===== src/rtl/nonce_pkg.sv =====
// Shared types for the nonce scheduler: scheduler FSM states and the nonce word.
package nonce_pkg;

    typedef logic [31:0] nonce_t;

    typedef enum logic [2:0] {
        IDLE,
        ISSUE,
        DRAIN,
        FLUSH,
        REPORT
    } state_t;

endpackage


===== src/rtl/nonce_scheduler_if.sv =====
// Block/issue/result/found handshake bundle between the scheduler and its environment.
interface nonce_scheduler_if
    import nonce_pkg::*;
#(
    parameter int NUMPROCESSORS = 10
);
    logic                     block_valid_i;
    logic                     block_ready_o;
    logic                     abort_i;
    logic                     stall_i;
    logic                     issue_valid_o;
    nonce_t                   issue_base_o;
    logic                     result_valid_i;
    logic [NUMPROCESSORS-1:0] result_success_i;
    logic                     found_valid_o;
    nonce_t                   found_nonce_o;
    logic                     found_ready_i;
    logic                     exhausted_o;
    logic                     busy_o;

    modport master (
        output block_valid_i, abort_i, stall_i, result_valid_i, result_success_i, found_ready_i,
        input  block_ready_o, issue_valid_o, issue_base_o, found_valid_o, found_nonce_o,
               exhausted_o, busy_o
    );

    modport slave (
        input  block_valid_i, abort_i, stall_i, result_valid_i, result_success_i, found_ready_i,
        output block_ready_o, issue_valid_o, issue_base_o, found_valid_o, found_nonce_o,
               exhausted_o, busy_o
    );
endinterface


===== src/rtl/base_fifo.sv =====
// Small first-word-fall-through FIFO holding the base nonce of every round still in flight.
module base_fifo
    import nonce_pkg::*;
#(
    parameter int DEPTH = 4
) (
    input  logic   clk,
    input  logic   rst,
    input  logic   push,
    input  logic   pop,
    input  nonce_t wr_data,
    output nonce_t rd_data,
    output logic   full,
    output logic   empty
);
    localparam int AW = (DEPTH > 1) ? $clog2(DEPTH) : 1;
    localparam int CW = $clog2(DEPTH + 1);

    nonce_t          mem [DEPTH];
    logic [AW-1:0]   wr_ptr_reg;
    logic [AW-1:0]   rd_ptr_reg;
    logic [CW-1:0]   count_reg;
    logic            do_push;
    logic            do_pop;

    function automatic logic [AW-1:0] bump(input logic [AW-1:0] p);
        return (p == AW'(DEPTH - 1)) ? '0 : p + AW'(1);
    endfunction

    assign full    = (count_reg == CW'(DEPTH));
    assign empty   = (count_reg == '0);
    assign do_push = push & ~full;
    assign do_pop  = pop & ~empty;
    assign rd_data = mem[rd_ptr_reg];

    always_ff @(posedge clk) begin
        if (do_push) mem[wr_ptr_reg] <= wr_data;
    end

    always_ff @(posedge clk or negedge rst) begin
        if (!rst) begin
            wr_ptr_reg <= '0;
            rd_ptr_reg <= '0;
            count_reg  <= '0;
        end else begin
            if (do_push) wr_ptr_reg <= bump(wr_ptr_reg);
            if (do_pop)  rd_ptr_reg <= bump(rd_ptr_reg);
            case ({do_push, do_pop})
                2'b10:   count_reg <= count_reg + CW'(1);
                2'b01:   count_reg <= count_reg - CW'(1);
                default: count_reg <= count_reg;
            endcase
        end
    end
endmodule


===== src/rtl/nonce_scheduler.sv =====
// Hands out rounds of consecutive nonces to parallel hash processors and reports the
// lowest winning nonce of the first successful round, or exhaustion of the nonce space.
module nonce_scheduler
    import nonce_pkg::*;
#(
    parameter int NUMPROCESSORS = 10,
    parameter int NONCESPACE    = 64,
    parameter int MAXINFLIGHT   = 4,
    parameter int PARTITIONBITS = $clog2(NUMPROCESSORS)
) (
    input logic              clk,
    input logic              rst,
    nonce_scheduler_if.slave bus
);
    localparam int IW = $clog2(MAXINFLIGHT + 1);

    state_t                   state_reg;
    logic [IW-1:0]            inflight_reg;
    nonce_t                   next_base_reg;
    logic                     found_reg;
    nonce_t                   found_nonce_reg;

    nonce_t                   head_base;
    logic                     fifo_full;
    logic                     fifo_empty;
    logic                     issue_fire;
    logic                     pop;
    logic                     last_round;
    logic [NUMPROCESSORS-1:0] qual_mask;
    logic                     win_any;
    logic [PARTITIONBITS-1:0] win_idx;

    assign issue_fire = (state_reg == ISSUE) & ~bus.stall_i & ~bus.abort_i & ~fifo_full
                      & (inflight_reg < IW'(MAXINFLIGHT));
    assign pop        = bus.result_valid_i & ~fifo_empty;
    // Widened by one bit so a nonce space ending at 2^32 cannot wrap the compare.
    assign last_round = ({1'b0, next_base_reg} + 33'(NUMPROCESSORS)) >= 33'(NONCESPACE);

    base_fifo #(.DEPTH(MAXINFLIGHT)) u_base_fifo (
        .clk     (clk),
        .rst     (rst),
        .push    (issue_fire),
        .pop     (pop),
        .wr_data (next_base_reg),
        .rd_data (head_base),
        .full    (fifo_full),
        .empty   (fifo_empty)
    );

    genvar gi;
    generate
        for (gi = 0; gi < NUMPROCESSORS; gi++) begin : g_qual
            assign qual_mask[gi] = bus.result_success_i[gi]
                                 & (({1'b0, head_base} + 33'(gi)) < 33'(NONCESPACE));
        end
    endgenerate

    always_comb begin
        win_any = 1'b0;
        win_idx = '0;
        for (int i = NUMPROCESSORS - 1; i >= 0; i--) begin
            if (qual_mask[i]) begin
                win_any = 1'b1;
                win_idx = PARTITIONBITS'(i);
            end
        end
    end

    always_ff @(posedge clk or negedge rst) begin
        if (!rst) begin
            state_reg       <= IDLE;
            inflight_reg    <= '0;
            next_base_reg   <= '0;
            found_reg       <= 1'b0;
            found_nonce_reg <= '0;
        end else begin
            case ({issue_fire, pop})
                2'b10:   inflight_reg <= inflight_reg + IW'(1);
                2'b01:   inflight_reg <= inflight_reg - IW'(1);
                default: inflight_reg <= inflight_reg;
            endcase
            if (issue_fire) next_base_reg <= next_base_reg + nonce_t'(NUMPROCESSORS);

            case (state_reg)
                IDLE: begin
                    if (bus.block_valid_i) begin
                        next_base_reg <= '0;
                        found_reg     <= 1'b0;
                        state_reg     <= ISSUE;
                    end
                end
                ISSUE, DRAIN: begin
                    if (bus.abort_i) begin
                        found_reg <= 1'b0;
                        state_reg <= FLUSH;
                    end else if (pop && win_any) begin
                        found_reg       <= 1'b1;
                        found_nonce_reg <= head_base + nonce_t'(win_idx);
                        state_reg       <= FLUSH;
                    end else if (state_reg == ISSUE) begin
                        if (issue_fire && last_round) state_reg <= DRAIN;
                    end else if (pop && inflight_reg == IW'(1)) begin
                        state_reg <= IDLE;
                    end
                end
                FLUSH: begin
                    if (inflight_reg == '0) state_reg <= found_reg ? REPORT : IDLE;
                end
                REPORT: begin
                    if (bus.found_ready_i) begin
                        found_reg <= 1'b0;
                        state_reg <= IDLE;
                    end
                end
                default: state_reg <= IDLE;
            endcase
        end
    end

    assign bus.block_ready_o = (state_reg == IDLE);
    assign bus.busy_o        = (state_reg != IDLE);
    assign bus.issue_valid_o = issue_fire;
    assign bus.issue_base_o  = next_base_reg;
    assign bus.found_valid_o = (state_reg == REPORT);
    assign bus.found_nonce_o = found_nonce_reg;
    assign bus.exhausted_o   = (state_reg == DRAIN) & pop & ~win_any & ~bus.abort_i
                             & (inflight_reg == IW'(1));
endmodule


===== src/flat_wrapper.sv =====
// flat-port wrapper written by rule: the top's interface ports become plain ports
module nonce_scheduler_flat import nonce_pkg::*;
#(
    parameter int NUMPROCESSORS = 10,
    parameter int NONCESPACE    = 64,
    parameter int MAXINFLIGHT   = 4,
    parameter int PARTITIONBITS = $clog2(NUMPROCESSORS)
)
  (clk, rst, bus_block_valid_i, bus_abort_i, bus_stall_i, bus_result_valid_i, bus_result_success_i, bus_found_ready_i, bus_block_ready_o, bus_issue_valid_o, bus_issue_base_o, bus_found_valid_o, bus_found_nonce_o, bus_exhausted_o, bus_busy_o);
  nonce_scheduler_if #(.NUMPROCESSORS(NUMPROCESSORS)) bus_i ();
  input logic clk;
  input logic rst;
  input wire logic [$bits(bus_i.block_valid_i)-1:0] bus_block_valid_i;
  input wire logic [$bits(bus_i.abort_i)-1:0] bus_abort_i;
  input wire logic [$bits(bus_i.stall_i)-1:0] bus_stall_i;
  input wire logic [$bits(bus_i.result_valid_i)-1:0] bus_result_valid_i;
  input wire logic [$bits(bus_i.result_success_i)-1:0] bus_result_success_i;
  input wire logic [$bits(bus_i.found_ready_i)-1:0] bus_found_ready_i;
  output wire logic [$bits(bus_i.block_ready_o)-1:0] bus_block_ready_o;
  output wire logic [$bits(bus_i.issue_valid_o)-1:0] bus_issue_valid_o;
  output wire logic [$bits(bus_i.issue_base_o)-1:0] bus_issue_base_o;
  output wire logic [$bits(bus_i.found_valid_o)-1:0] bus_found_valid_o;
  output wire logic [$bits(bus_i.found_nonce_o)-1:0] bus_found_nonce_o;
  output wire logic [$bits(bus_i.exhausted_o)-1:0] bus_exhausted_o;
  output wire logic [$bits(bus_i.busy_o)-1:0] bus_busy_o;
  assign bus_i.block_valid_i = bus_block_valid_i;
  assign bus_i.abort_i = bus_abort_i;
  assign bus_i.stall_i = bus_stall_i;
  assign bus_i.result_valid_i = bus_result_valid_i;
  assign bus_i.result_success_i = bus_result_success_i;
  assign bus_i.found_ready_i = bus_found_ready_i;
  assign bus_block_ready_o = bus_i.block_ready_o;
  assign bus_issue_valid_o = bus_i.issue_valid_o;
  assign bus_issue_base_o = bus_i.issue_base_o;
  assign bus_found_valid_o = bus_i.found_valid_o;
  assign bus_found_nonce_o = bus_i.found_nonce_o;
  assign bus_exhausted_o = bus_i.exhausted_o;
  assign bus_busy_o = bus_i.busy_o;
  nonce_scheduler #(.NUMPROCESSORS(NUMPROCESSORS), .NONCESPACE(NONCESPACE), .MAXINFLIGHT(MAXINFLIGHT), .PARTITIONBITS(PARTITIONBITS)) u_core (.clk(clk), .rst(rst), .bus(bus_i));
endmodule

===== config.mk =====
export PLATFORM = sky130hd
export DESIGN_NAME = nonce_scheduler_flat
export DESIGN_NICKNAME = d
export VERILOG_FILES = /design/src/rtl/nonce_pkg.sv /design/src/rtl/nonce_scheduler_if.sv /design/src/rtl/base_fifo.sv /design/src/rtl/nonce_scheduler.sv /design/src/flat_wrapper.sv
export SDC_FILE = /design/constraint.sdc
export NUM_CORES = 1
export LEC_CHECK = 0
export CAP_MARGIN = 20
export CORE_MARGIN = 5
export CORE_UTILIZATION = 37
export CTS_CLUSTER_DIAMETER = 120
export DETAILED_ROUTE_END_ITERATION = 10
export PLACE_DENSITY = 0.58
export RECOVER_POWER = 100
export SYNTH_ARGS = -nofsm -noshare
export SYNTH_HDL_FRONTEND = slang
export SYNTH_HIERARCHICAL = 1
export SYNTH_SLANG_ARGS = --single-unit

===== constraint.sdc =====
create_clock -name clk -period 12 [get_ports clk]
set_input_delay 1.8 -clock clk [delete_from_list [all_inputs] [get_ports clk]]
set_output_delay 1.8 -clock clk [all_outputs]
set_load 0.01 [all_outputs]

Yosys cells after proc, flatten, opt, wreduce, memory -nomap -nowiden
Memory sizes are Yosys's and may differ from the RTL's. Cells that the tools add are included.

Bits in registers: 78. Bits in writable memories: 128. Input bits: 17. Output and inout bits: 69. Logic and storage cells: 141. Memories: 1.

Memories: u_core.u_base_fifo.mem (words 4, width 32, read ports 1, clocked after Yosys merged registers in 0, write ports 1, RTL line base_fifo.sv:19) `nonce_t mem [DEPTH];`.

Add/sub/neg operators: 18. Order comparisons: 12. Equality and inequality tests: 18. Muxes and demuxes: 44. Bitwise gates (word level): 26. Reduce and logical (&&, ||, !) cells: 14.

Operator list (number): < comparator 33 x 7 -> 1 bit, second input constant (9); adder 32 x 3 -> 33 bit, second input constant (4); adder 32 x 4 -> 33 bit, second input constant (3); two-way mux 32 bit (3); adder 32 x 2 -> 33 bit, second input constant (2); two-way mux 4 bit (10); adder 32 x 1 -> 33 bit, second input constant (1); greater-or-equal comparator 33 x 7 -> 1 bit, second input constant (1); adder 32 x 4 -> 32 bit (1); adder 32 x 4 -> 32 bit, second input constant (1); < comparator 32 x 7 -> 1 bit, second input constant (1); two-way mux 3 bit (9); bitwise AND 1 bit (21); two-way mux 1 bit (16); one-hot mux 3 bit (2 select lines) (2); one-hot mux 3 bit (4 select lines) (1); zero test 3 bit (3); == test 2 bit, second input constant (4); adder 3 x 1 -> 3 bit, second input constant (2); == test 3 x 1 -> 1 bit, second input constant (2); == test 3 x 2 -> 1 bit, second input constant (2); == test 3 bit, second input constant (2); nonzero test 3 bit (2); subtractor 3 x 1 -> 3 bit, second input constant (2); 17 further kinds (28).

Logic depth before layout (Yosys ltp)
An unclocked memory read counts as a cell.

Depth in word-level cells: 18. Mapped depth: 26. Gate-level depth less buffers: 21.

Modules after synthesis
The synthesis kept the hierarchy.

Modules (own cells, without submodules): nonce_scheduler (times used 1, cells an instance 1123, area an instance 8358.0 µm²); base_fifo (times used 1, cells an instance 208, area an instance 5116.2 µm²).

Worst setup path before layout
OpenSTA, ideal clock, no wires.

Path type: reg-to-output. Start point: reg u_core.u_base_fifo.rd_ptr_reg[0]. End point: out bus_exhausted_o. Arrival time: 3587 ps. Path slack: 6613 ps. Cell stages (with the launch flop): 16. Buffers on the path: 4. Cell sequence: dfrtp_1 > buf_6 > buf_12 > mux4_2 > buf_2 > buf_2 > nand4_1 > or3_1 > or3_1 > xor2_1 > and4_1 > nand4_1 > and3_1 > nand2_1 > or3_1 > nor3_1.

Cells in the longest elaborated chain, start to end: 18. Elaborated cells between the ends (all ways): 44.

RTL lines: start: declaration (RTL line base_fifo.sv:21) `logic [AW-1:0] rd_ptr_reg;`; start signal: assignment (RTL line base_fifo.sv:47) `if (do_pop) rd_ptr_reg <= bump(rd_ptr_reg);`; memory read (4 x 32 bit) (*); net u_core.head_base[4] (RTL line nonce_scheduler.sv:23) `nonce_t head_base;`; adder 32 x 4 -> 33 bit (RTL line nonce_scheduler.sv:54) `& (({1'b0, head_base} + 33'(gi)) < 33'(NONCESPACE));`; < comparator 33 x 7 -> 1 bit (RTL line nonce_scheduler.sv:54); bitwise AND 1 bit (RTL line nonce_scheduler.sv:54); two-way mux 1 bit (9 in a row) (RTL line nonce_scheduler.sv:62) `if (qual_mask[i]) begin`; two-way mux 1 bit (*) (RTL line nonce_scheduler.sv:62); inverter 1 bit (*) (RTL line nonce_scheduler.sv:126) `assign bus.exhausted_o = (state_reg == DRAIN) & pop & ~win_any & ~bus.abort_i`; bitwise AND 1 bit (*) (2 in a row) (RTL line nonce_scheduler.sv:126); bitwise AND 1 bit (*) (RTL line nonce_scheduler.sv:127) `& (inflight_reg == IW'(1));`; end: declaration (RTL line flat_wrapper.sv:24) `output wire logic [$bits(bus_i.exhausted_o)-1:0] bus_exhausted_o;`.

The timed path passes the listed nets; every way through them passes the cells marked *.

Final worst setup path
Same ends and word-level chain as after synthesis.

==> results_tabular.tex <==
\begin{tabular}{lr}
\hline
Metric & Value \\
\hline
\multicolumn{2}{l}{\textbf{Run status}} \\
Run status & finished with violations \\
Violations in the final reports & capacitance limit, slew limit \\
\multicolumn{2}{l}{\textbf{Clocking}} \\
Skew-Pair Late Insertion Delay & approximately 0.49 ns \\
Maximum root-to-sink buffer count & 3 \\
Total number of H-tree levels & 1 \\
Post-CTS Setup Bufs & 0 \\
Inserted Clock Buffers & 21 \\
Clock tree from TritonCTS & done \\
Clock Sink Count & between 200 and 250 \\
Clock root buffer & sky130\_fd\_sc\_hd\_\_clkbuf\_16 \\
Clock slew at reported path FFs & 0.06 ns \\
PostCTS Resize Cnt & 0 \\
Hold\_buf cts & 0 \\
\multicolumn{2}{l}{\textbf{Route}} \\
First drt pass iteration count & 6 \\
Antenna Nets Post-Route & 0 \\
Vias & 12270 \\
Detailed-route wire length & between 50000 and 60000 µm \\
Average wire per cell in the routed design & approximately 30 µm \\
DRC marker count from the first detailed-route iteration & roughly 1500 \\
Via density per instance & 6.681 \\
Final routed DRC violation total & 0 \\
\multicolumn{2}{l}{\textbf{Floorplan}} \\
Die outline area & 40330 µm² \\
Die Y & 200.8 µm \\
Starting density of the core & 0.3770 \\
Core area & between 30000 and 40000 µm² \\
Width of the die & 200.8 µm \\
I/O pins & 86 \\
Number of placement rows & 69 \\
\multicolumn{2}{l}{\textbf{Power and ir drop}} \\
Cell leakage power & $\sim$5.4 nW \\
Power density of the placed cells & 216.3 nW/µm² \\
Max VDD drop & 0.0001555 V \\
\multicolumn{2}{l}{\textbf{Worst setup path}} \\
WP data arrival & 8.13 ns \\
Data required time of the worst path & 10.20 ns \\
Critical-path top delay cell & sky130\_fd\_sc\_hd\_\_nor4\_1 \\
Cells traversed along the worst timing path & buf\_4, mux4\_2, nand4\_1, nor4\_1, a41oi\_1, or2\_1, nor4\_1, a31o\_2, nor2\_1, nand2\_1, or3\_1, nor3\_1, dlygate4sd3\_1 \\
Kind of end point of the critical path & output port \\
Crit path largest cell delay & 1.77 ns \\
Largest fanout of any net on the critical path & 25 \\
CP bufs+invs & 2 \\
Most prevalent standard cell on the critical path & sky130\_fd\_sc\_hd\_\_nor4\_1 \\
Critical path start-end classification & reg2out \\
Critical Path Start Type & register \\
Kind of cell with the highest combined delay on the critical path & simple AND/OR/NAND/NOR gates \\
\multicolumn{2}{l}{\textbf{Flow run}} \\
MaxCap Viol Count & 8 \\
\multicolumn{2}{l}{\textbf{Worst hold path}} \\
Worst min path class & reg2reg \\
\multicolumn{2}{l}{\textbf{Synth}} \\
Cells taking the most area after synthesis & sky130\_fd\_sc\_hd\_\_edfxtp\_1, sky130\_fd\_sc\_hd\_\_dfrtp\_1, sky130\_fd\_sc\_hd\_\_mux4\_2 \\
Sequential fraction of the synthesis area & 0.4283 \\
Number of flops mapped to enable cells by yosys & 128 \\
Flip-flop and latch count after synthesis & 205 \\
Yosys cell types & 92 \\
Top cells by count, synth & sky130\_fd\_sc\_hd\_\_edfxtp\_1, sky130\_fd\_sc\_hd\_\_nand2\_1, sky130\_fd\_sc\_hd\_\_dfrtp\_1, sky130\_fd\_sc\_hd\_\_nor2\_1, sky130\_fd\_sc\_hd\_\_nand4\_1 \\
Async set-reset flop share out of synthesis & 0.3756 \\
Share of Yosys cell area claimed by the top area cell type & 0.2853 \\
Yosys warning total & 6 \\
Mean area per synthesized cell & 10.12 µm² \\
Library cell with the highest instance count after synthesis & sky130\_fd\_sc\_hd\_\_edfxtp\_1 \\
Synth Instances & roughly 1300 \\
Largest area contributor in the netlist & sky130\_fd\_sc\_hd\_\_edfxtp\_1 \\
Post-synthesis instance area & 13470 µm² \\
Commonest register cell after synthesis & sky130\_fd\_sc\_hd\_\_edfxtp\_1 \\
\multicolumn{2}{l}{\textbf{GRT}} \\
Wire length of the first global-routing pass & 82740 µm \\
Congestion Overflow GR & 0 \\
Vias in the first global route & 11920 \\
Number of antenna violations at the first check in global routing & 0 \\
Largest net degree at the start of global routing & 78 \\
Global routing usage summed across all routing layers & 0.2687 \\
\multicolumn{2}{l}{\textbf{STA}} \\
Transition time at the pin with the least slew margin & around 2.2 ns \\
Number of pins exceeding their max-slew limit in the final report & around 260 \\
Hold slack final & 0.4888 ns \\
Maximum frequency from static timing analysis & 100.7 MHz \\
Final worst-path cycle share & 0.8275 \\
Slew headroom & -0.4462 \\
Final hold violations & 0 \\
RSZ-0062 raised after global routing & false \\
Fin Clk Skew & between 0.009 and 0.01 ns \\
Post-layout min period & a little under 10 ns \\
Endpoints failing setup & 0 \\
Total Negative Setup Slacks & 0 ns \\
\multicolumn{2}{l}{\textbf{Cells and area}} \\
Share of cells above drive strength 1 & 0.09389 \\
Final standard cell area without fillers & 15150 µm² \\
Number of flip-flops in the largest register & 128 \\
Register containing the most flip-flops in the final layout & u\_core/u\_base\_fifo/mem \\
Layout Nets & 1395 \\
Utilization after layout & 0.4239 \\
Synthesis-to-finish area growth & 12.44\% \\
\multicolumn{2}{l}{\textbf{Placement}} \\
Port bufs & 84 \\
Placed wire-length estimate after detailed placement & approximately 39000 µm \\
Placed Instance Area & 14560 µm² \\
RePlAce Congestion & 1.060 \\
\hline
\end{tabular}
## area by class of cell
cell class	count	area [µm²]
diodes	1	2.502
clock buffers	27	558.0
clock inverters	10	86.33
fillers	3514	20590
inverters	34	127.6
multi-input cells	987	7024
flip-flops and latches	205	5771
well taps	461	576.8
repair buffers	111	1005
## per-stage QoR
step | std cells | setup slack, ns | power (mW)
floorplan | 1335 | 6.613 | 2.004
global placement | 1796 | 4.010 | 2.646
detailed placement | 1796 | 4.134 | 2.595
CTS | 1833 | 3.583 | 3.217
global route | 1835 | 1.616 | 3.385
finish | 1836 | 2.070 | 3.276
## worst paths after layout
kind	startpoint	to	slack, ns	cells past startpoint
setup / recovery	u_core/u_base_fifo/rd_ptr_reg[0]	bus_exhausted_o	2.07	13
hold / removal	u_core/bus.found_nonce_o[5]	u_core/bus.found_nonce_o[5]	0.49	1
setup reg to reg	u_core/u_base_fifo/rd_ptr_reg[0]	u_core/bus.found_nonce_o[3]	3.16	12
hold reg to reg	u_core/bus.found_nonce_o[5]	u_core/bus.found_nonce_o[5]	0.49	1
max in group asynchronous	rst	u_core/bus.found_nonce_o[22]	7.23	2
min in group asynchronous	rst	u_core/bus.found_nonce_o[29]	1.93	1
## cell families after synthesis
| kind of cell | synth area share |
|---|---|
| AOI/OAI and AO/OA | 0.1441 |
| xor gates and xnor gates | 0.04095 |
| adders and majority gates | 0.01783 |
| buffers and inverters | 0.04949 |
| DFF | 0.4283 |
| muxes | 0.07299 |
| other | 0.0002783 |
| and+or+nand+nor | 0.2461 |
## power breakdown
group,switching (mW),internal [mW]
Combinational,1.34,0.466
Sequential,0.0539,0.799
Clock,0.262,0.353
## cells in the final DEF, fill, tap and decap left out, types with 8 or more instances in the layout
cell,instances
sky130_fd_sc_hd__o21ai_0,57
sky130_fd_sc_hd__dlygate4sd3_1,70
sky130_fd_sc_hd__buf_4,18
sky130_fd_sc_hd__and3_1,18
sky130_fd_sc_hd__mux2i_1,9
sky130_fd_sc_hd__nor4_1,42
sky130_fd_sc_hd__xor2_1,29
sky130_fd_sc_hd__or3_1,30
sky130_fd_sc_hd__nand2b_1,11
sky130_fd_sc_hd__nand4_1,67
sky130_fd_sc_hd__nand4_2,9
sky130_fd_sc_hd__nor2b_1,29
sky130_fd_sc_hd__nand2_1,86
sky130_fd_sc_hd__clkbuf_16,21
sky130_fd_sc_hd__a31oi_1,16
sky130_fd_sc_hd__dfrtp_1,77
sky130_fd_sc_hd__clkdlybuf4s50_1,13
sky130_fd_sc_hd__o31ai_1,9
sky130_fd_sc_hd__nand3_1,47
sky130_fd_sc_hd__or4_1,16
sky130_fd_sc_hd__inv_1,34
sky130_fd_sc_hd__nor2_1,77
sky130_fd_sc_hd__mux4_2,28
sky130_fd_sc_hd__o22ai_1,12
sky130_fd_sc_hd__xnor2_1,34
sky130_fd_sc_hd__a21oi_1,59
sky130_fd_sc_hd__a311oi_1,9
sky130_fd_sc_hd__nor3_1,55
sky130_fd_sc_hd__and4_1,22
sky130_fd_sc_hd__and2_1,11
sky130_fd_sc_hd__ha_1,16
sky130_fd_sc_hd__nor4_2,8
sky130_fd_sc_hd__mux2_2,11
sky130_fd_sc_hd__edfxtp_1,128
sky130_fd_sc_hd__o211ai_1,12
sky130_fd_sc_hd__clkbuf_1,14
## per-layer routing
metal / track usage / vias to the layer above / part of all wire
met3: 0.04523 / 221 / 0.079
met5: 0 / - / 0
li1: - / 5270 / -
met4: 0.1603 / 0 / 0.076
met1: 0.3507 / 6044 / 0.40
met2: 0.4212 / 732 / 0.45
(Power assumes the default switching activity.)
